<file path="config.mk">
export PLATFORM = sky130hd
export DESIGN_NAME = clk_burst_divider
export DESIGN_NICKNAME = d
export VERILOG_FILES = /design/src/rtl/clk_burst_divider.sv
export SDC_FILE = /design/constraint.sdc
export NUM_CORES = 1
export LEC_CHECK = 0
export BUFFER_PORTS_ARGS = -buffer_cell sky130_fd_sc_hd__clkbuf_2
export CAP_MARGIN = 20
export CORE_MARGIN = 4
export CORE_UTILIZATION = 37
export DETAILED_ROUTE_END_ITERATION = 16
export PLACE_DENSITY = 0.5
export RECOVER_POWER = 25
export SYNTH_ARGS = -nofsm -noshare
export SYNTH_HDL_FRONTEND = slang
export SYNTH_SLANG_ARGS = --single-unit
</file>
<file path="constraint.sdc">
create_clock -name clk -period 11 [get_ports clk]
set_input_delay 0.55 -clock clk [delete_from_list [all_inputs] [get_ports clk]]
set_output_delay 0.55 -clock clk [all_outputs]
set_load 0.01 [all_outputs]
</file>
<file path="src/rtl/clk_burst_divider.sv">
// Multi-channel programmable clock divider with free-running, burst and single-step modes.
// Every output is registered; each channel has its own IDLE/RUN controller.
module clk_burst_divider #(
    parameter int CHANNELS           = 2,
    parameter int COUNTER_BITS       = 32,
    parameter int PULSE_CONTROL_BITS = 32,
    localparam int CH_W = (CHANNELS > 1) ? $clog2(CHANNELS) : 1
) (
    input  logic                          clk,
    input  logic                          rst,
    input  logic                          cfg_we,
    input  logic [CH_W-1:0]               cfg_ch,
    input  logic [1:0]                    cfg_mode,
    input  logic [COUNTER_BITS-1:0]       cfg_divider,
    input  logic [PULSE_CONTROL_BITS-1:0] cfg_pulses,
    input  logic [CHANNELS-1:0]           start,
    input  logic [CHANNELS-1:0]           stop,
    input  logic                          out_enable,
    output logic [CHANNELS-1:0]           clk_en_o,
    output logic [CHANNELS-1:0]           clk_o,
    output logic [CHANNELS-1:0]           busy,
    output logic [CHANNELS-1:0]           done
);

    localparam logic [1:0] MODE_OFF   = 2'b00;
    localparam logic [1:0] MODE_BURST = 2'b10;
    localparam logic [1:0] MODE_STEP  = 2'b11;

    typedef enum logic {IDLE = 1'b0, RUN = 1'b1} state_t;

    // A divider of zero behaves like one: tick every enabled cycle.
    function automatic logic [COUNTER_BITS-1:0] eff_div(input logic [COUNTER_BITS-1:0] d);
        return (d == '0) ? COUNTER_BITS'(1) : d;
    endfunction

    for (genvar i = 0; i < CHANNELS; i++) begin : g_ch
        logic [1:0]                    mode_q;
        logic [COUNTER_BITS-1:0]       div_q;
        logic [PULSE_CONTROL_BITS-1:0] pulses_q;
        logic [COUNTER_BITS-1:0]       div_act;
        logic [COUNTER_BITS-1:0]       cnt;
        logic [PULSE_CONTROL_BITS-1:0] target;
        logic [PULSE_CONTROL_BITS-1:0] ticks;
        logic                          run_burst;
        logic                          phase;
        logic                          en_q;
        logic                          clk_q;
        logic                          done_q;
        state_t                        state;
        state_t                        state_nxt;

        logic                          wr_hit;
        logic                          abort;
        logic                          start_ok;
        logic                          start_burst;
        logic [PULSE_CONTROL_BITS-1:0] start_tgt;
        logic                          zero_burst;
        logic                          finish;
        logic                          advance;
        logic                          tick;
        logic                          phase_nxt;

        assign wr_hit = cfg_we && (cfg_ch == CH_W'(i));

        always_ff @(posedge clk) begin
            if (rst) begin
                mode_q   <= MODE_OFF;
                div_q    <= COUNTER_BITS'(1);
                pulses_q <= '0;
            end else if (wr_hit) begin
                mode_q   <= cfg_mode;
                div_q    <= cfg_divider;
                pulses_q <= cfg_pulses;
            end
        end

        // Abort (stop or a write turning the channel off) outranks start, completion and ticks.
        always_comb begin
            start_burst = (mode_q == MODE_BURST) || (mode_q == MODE_STEP);
            start_tgt   = (mode_q == MODE_STEP) ? PULSE_CONTROL_BITS'(1) : pulses_q;
            abort       = stop[i] || (wr_hit && (cfg_mode == MODE_OFF));
            start_ok    = start[i] && (mode_q != MODE_OFF) && !abort;
            zero_burst  = (state == IDLE) && start_ok && start_burst && (start_tgt == '0);
            finish      = (state == RUN) && !abort && run_burst && (ticks == target);
            advance     = (state == RUN) && !abort && !finish && out_enable;
            tick        = advance && (cnt == div_act - COUNTER_BITS'(1));
            phase_nxt   = tick ? ~phase : phase;
        end

        always_comb begin
            state_nxt = state;
            case (state)
                IDLE:    if (start_ok && !zero_burst) state_nxt = RUN;
                RUN:     if (abort || finish) state_nxt = IDLE;
                default: state_nxt = IDLE;
            endcase
        end

        always_ff @(posedge clk) begin
            if (rst) state <= IDLE;
            else     state <= state_nxt;
        end

        always_ff @(posedge clk) begin
            if (rst) begin
                cnt       <= '0;
                ticks     <= '0;
                target    <= '0;
                div_act   <= COUNTER_BITS'(1);
                run_burst <= 1'b0;
                phase     <= 1'b0;
                en_q      <= 1'b0;
                clk_q     <= 1'b0;
                done_q    <= 1'b0;
            end else begin
                en_q   <= tick;
                done_q <= zero_burst || finish;
                clk_q  <= (state_nxt == RUN) && out_enable && phase_nxt;
                if ((state == IDLE) && (state_nxt == RUN)) begin
                    cnt       <= '0;
                    ticks     <= '0;
                    phase     <= 1'b0;
                    div_act   <= eff_div(div_q);
                    target    <= start_tgt;
                    run_burst <= start_burst;
                end else if (state_nxt == IDLE) begin
                    cnt   <= '0;
                    ticks <= '0;
                    phase <= 1'b0;
                end else if (tick) begin
                    // Wrap point: a divider written mid-run is picked up here.
                    cnt     <= '0;
                    ticks   <= ticks + PULSE_CONTROL_BITS'(1);
                    phase   <= ~phase;
                    div_act <= eff_div(div_q);
                end else if (advance) begin
                    cnt <= cnt + COUNTER_BITS'(1);
                end
            end
        end

        assign clk_en_o[i] = en_q;
        assign clk_o[i]    = clk_q;
        assign busy[i]     = (state == RUN);
        assign done[i]     = done_q;
    end

endmodule

</file>
# Word level (Yosys, flattened, before mapping)
# Cells that the tools add are included.
[word_totals]
regBits = 400
elab_cells = 130
[op_classes]
muxes = 18
n_reduce_logical = 65
eq_ne = 8
n_addsub = 6
bitwise_logic = 7
[op_table]
columns = ["operator", "n"]
rows = [
  ["$mux 32", 10],
  ["$add 32x1->32 const B", 4],
  ["$eq 32x32->1", 4],
  ["$logic_not 32->1", 4],
  ["$sub 32x1->32 const B", 2],
  ["$logic_and 1x1->1", 34],
  ["$reduce_bool 2->1", 6],
  ["$eq 2x2->1 const B", 4],
  ["$logic_or 1x1->1", 8],
  ["$reduce_or 4->1", 2],
  ["$not 1->1", 7],
  ["$logic_not 1->1", 6],
  ["$mux 1", 6],
  ["$reduce_or 3->1", 2],
  ["$pmux 1 s2", 2],
  ["$reduce_and 2->1", 2],
  ["$logic_not 2->1", 1],
]

# Depth between registers and ports, before layout
[logic_depth]
ltp_word = 16
depth_mapped = 15
depth_no_buf = 11

# Worst setup path before layout
# No wires, ideal clock.
[synth_timing]
path_kind = "reg2reg"
start = "register g_ch[0].div_act[4]"
end = "register g_ch[0].ticks[18]"
n_path_buf = 4
setup_slack_ns = 7.245
stages_incl_launch_ff = 14
arrival_ns = 3.640
setup_time_ns = 0.115
cell_sequence = "dfxtp_1 > buf_4 > or4_1 > or4_1 > or3_1 > nor3_2 > xnor2_1 > or4_1 > buf_2 > or4_4 > buf_6 > buf_6 > o31a_1 > o21a_1"
[synth_via]
elab_chain_len = 3
[synth_rtl]
columns = ["element", "line", "text"]
rows = [
  ["start, declared", "40", "logic [COUNTER_BITS-1:0] div_act;"],
  ["start signal, assigned", "123", "div_act <= eff_div(div_q);"],
  ["start signal, assigned", "135", "div_act <= eff_div(div_q);"],
  ["$sub 32x1->32", "86", "tick = advance && (cnt == div_act - COUNTER_BITS'(1));"],
  ["$eq 32x32->1", "86", ""],
  ["$logic_and 1x1->1", "86", ""],
  ["end signal, assigned", "133", "ticks <= ticks + PULSE_CONTROL_BITS'(1);"],
  ["end, declared", "43", "logic [PULSE_CONTROL_BITS-1:0] ticks;"],
]
# No other way between the ends.
# A chain may end at the register's enable or synchronous reset.

# Worst setup path after layout
[layout_timing]
start = "input port cfg_we"
end = "register g_ch[0].cnt[11]"
[layout_via]
elab_chain_len = 14
word_cells_on_any_way = 24
cone_classes = "3 x mux; 1 x bitwise; 20 x reduce/logical"
[layout_rtl]
columns = ["element", "line", "text"]
rows = [
  ["start, declared", "11", "input logic cfg_we,"],
  ["$logic_and 1x1->1 *", "63", "assign wr_hit = cfg_we && (cfg_ch == CH_W'(i));"],
  ["$logic_and 1x1->1 *", "81", "abort = stop[i] || (wr_hit && (cfg_mode == MODE_OFF));"],
  ["$logic_or 1x1->1 *", "81", ""],
  ["$logic_not 1->1", "82, 84, 85", ""],
  ["$logic_and 1x1->1", "82", "start_ok = start[i] && (mode_q != MODE_OFF) && !abort;"],
  ["$logic_and 1x1->1 (3 in series)", "83", "zero_burst = (state == IDLE) && start_ok && start_burst && (start_tgt == '0);"],
  ["$logic_not 1->1", "93", "IDLE: if (start_ok && !zero_burst) state_nxt = RUN;"],
  ["$logic_and 1x1->1", "93", ""],
  ["$mux 1", "93", ""],
  ["$pmux 1 s2", "92", "case (state)"],
  ["$logic_and 1x1->1 / $not 1->1 (equally long branches)", "--", ""],
  ["$reduce_or 4->1 (no line)", "--", ""],
  ["end signal, assigned", "137", "cnt <= cnt + COUNTER_BITS'(1);"],
  ["end, declared", "41", "logic [COUNTER_BITS-1:0] cnt;"],
]
# Mark *: on every way between the ends. The rest lies on a longest branch, timed or not.

==> reports/qor.txt <==
R2R setup slack - 6510 ps
Finished Core Util - 0.420
Initial Util - 0.373
ANT nets after route - 0
failing checks - capacitance limit, slew limit
slew margin rel. - -1.01
Post-CTS Setup Inserts - 0
core area - 51200 um^2
Final Cycle Share - 0.523
gp weighted congestion - 0.932
Sink Count - 400
antenna cell count - 0
initial antenna violation count - 0
worst hold slack - 209 ps
combinational power share - 0.051
Final Max Slew Viols - 137
Yosys warning count - 0
vias in the first global route - 15288
reg-to-reg endpoint - g_ch[0].cnt[11]$_SDFFE_PP0P_
Area growth syn-to-layout - 12.6%
Initial DRC Count - 1404
Synth Instances - 2397
CP arrival - 6220 ps
RSZ-0062 raised after global routing - no
cell taking the most area after synthesis - dfxtp_1
CTS Buf Count - 45
Synth Flop Type - dfxtp_1
DRC Markers - 0
Place WS - 6570 ps
Die X - 235 um
Cell Count, Final, Fillers Out - 3109
number of synthesized flops with an enable pin - 0
mapped cell area - 19100 um^2
sw frac - 0.234
CTS root buffer - clkbuf_16
number of fill cells - 5155
routed wire length per instance - 17.3 um
status - complete, but fails checks
Synth Net Count - 2478
Detailed Place HPWL - 39.0 mm
Setup crit start kind - primary input
final hold viol count - 0
fin worst setup slack - 5250 ps
Least-Margin Pin Slew - 3010 ps
Total Routing Usage GR - 0.188
Placement Rows - 83
hold_sp - cfg_pulses[9]
Tmin final - 5750 ps
Hold Path Sink - g_ch[0].pulses_q[9]$_SDFFE_PP0P_
Crit path required time - 11470 ps
P_leak - 7.46 nW
Internal - 2.48 mW
critical-path maximum fanout - 67
worst clock skew - 22.9 ps
endpoints failing setup - 0
DR vias - 16149
Fin Setup TNS - 0 ps
Port Buffers - 82
Power Dens Cells - 150 nW/um^2
number of instances in the placed design - 3027
gr ovfl total - 0
maximum root-to-sink buffer count - 3
Hold Crit Depth - 3
layout cells sized above 1 - 0.0790
Max Fclk - 0.174 GHz
sequential area share after synthesis - 0.419
Clock Latency Late Sink - 580 ps
Vert. Die Dim - 235 um
CTS clock-pin slew for the worst setup and hold paths - 60 ps
count leader, synth - nand2_1
Reg2Reg Depth - 12
Unique masters post-synth - 62
Seq pwr share - 0.463
Routed WL - 53.8 mm
WS Path Type - in2reg
I/O pins - 83
synth cell count leaders - nand2_1, dfxtp_1, a21oi_1
CTS tree - yes
clock share of power - 0.485
largest net degree at the start of global routing - 115
vias per cell - 5.19
drt pass-1 iters - 4
sw power - 0.758 mW
Critical Path End Type - register
top cell type's share of synthesized area - 0.419
async set-or-reset flop fraction in the synthesized netlist - 0
HP Class - in2reg
syn_area_per_cell - 7.97 um^2
max cap viols - 2
worst vdd ir - 0.0964 mV
Seq cells post-synth - 400
first-pass GRT wire length - 85.9 mm
hold_buf cts - 0
reg2reg start - g_ch[0].div_act[0]$_SDFFE_PP1P_
# nets final - 2478
H-tree depth - 2
most area-consuming cells after synthesis - dfxtp_1, nand2_1, xnor2_1
die area - 55300 um^2
post-CTS resize count - 0
## stage by stage
step | cell area, um^2 | power [mW]
after CTS | 21500 | 3.28
after detailed placement | 20000 | 1.70
after global routing | 21500 | 3.36
after global placement | 19900 | 1.69
after floorplan | 19100 | 1.63
final | 21500 | 3.23
## worst max-delay path by stage
stage / start / to / slack, ps / cells after the start
3_3_place_gp: g_ch[0].div_act[0]$_SDFFE_PP1P_ / g_ch[0].cnt[12]$_SDFFE_PP0P_ / 6230 / 11
5_1_grt: cfg_we / g_ch[0].cnt[5]$_SDFFE_PP0P_ / 4790 / 12
6_report: cfg_we / g_ch[0].cnt[11]$_SDFFE_PP0P_ / 5250 / 12
2_1_floorplan: g_ch[0].div_act[4]$_SDFFE_PP0P_ / g_ch[0].ticks[18]$_SDFFE_PP0P_ / 7250 / 13
3_5_place_dp: cfg_we / g_ch[0].cnt[17]$_SDFFE_PP0P_ / 6570 / 12
4_1_cts: g_ch[1].div_act[0]$_SDFFE_PP1P_ / g_ch[1].div_act[18]$_SDFFE_PP0P_ / 6550 / 12
## cells in the final DEF (no fill, tap or decap), types with 17 or more instances in the layout
cell	n
clkbuf_2	72
a21oi_1	226
nor4_1	75
dfxtp_1	400
nor3_1	64
clkbuf_16	45
mux2i_1	78
and3_1	17
nand2b_1	78
or3_1	27
xnor2_1	170
nand4_1	63
nor2_1	216
nand3_1	105
nand2_1	445
clkbuf_1	21
inv_1	33
xor2_1	64
o21ai_0	35
## per-layer routing
metal  GRT usage  vias up  share of wire
li1            -     8198              -
met1       0.272     7583           0.50
met5           0        -              0
met4      0.0575        0          0.028
met3      0.0240       91          0.036
met2       0.292      277           0.44
## worst max-delay path, cell delays in order
cell      delay, ps
clkbuf_1        170
nor2b_1         160
clkbuf_1       2010
a21oi_1         480
and2_1          380
nand4_1         220
nand3_1         100
or4b_1          600
nor3_2          720
nand2b_1        480
buf_16          220
nor2_1           60
## cell families after synthesis
kind of cell	count (synthesis)	share of synthesized area
DFF	400	0.419
and+or+nand+nor	1179	0.297
buffers and inverters	184	0.0395
AOI/OAI and AO/OA	315	0.0914
muxes	79	0.0415
xor gates and xnor gates	234	0.107
adders and majority gates	6	0.00393
## layout make-up
type	count	area, um^2	area share
inverters	33	124	0.00576
clock inverters	17	265	0.0123
multi-input cells	1813	10400	0.483
clock buffers	62	1260	0.0586
repair buffers	104	623	0.0290
flip-flops and latches	400	8010	0.372
well taps	680	851	0.0395
## sequential cells by signal, summed over array words and instances (netlist names)
| signal | flops |
|---|---|
| g_ch.cnt | 64 |
| g_ch.target | 64 |
| g_ch.done_q | 2 |
| g_ch.pulses_q | 64 |
| g_ch.clk_q | 2 |
| g_ch.state | 2 |
| g_ch.mode_q | 4 |
| g_ch.ticks | 64 |
| g_ch.phase | 2 |
| g_ch.div_q | 64 |
| g_ch.run_burst | 2 |
| g_ch.div_act | 64 |
| g_ch.en_q | 2 |
## power by group through the flow
stage | Clock [mW] | Combinational, mW | Sequential [mW]
6_report | 1.57 | 0.165 | 1.50
5_1_grt | 1.68 | 0.183 | 1.50
4_1_cts | 1.62 | 0.165 | 1.50
3_5_place_dp | 0 | 0.165 | 1.53
3_3_place_gp | 0 | 0.163 | 1.53
2_1_floorplan | 0 | 0.109 | 1.52
(Power assumes the default switching activity.)
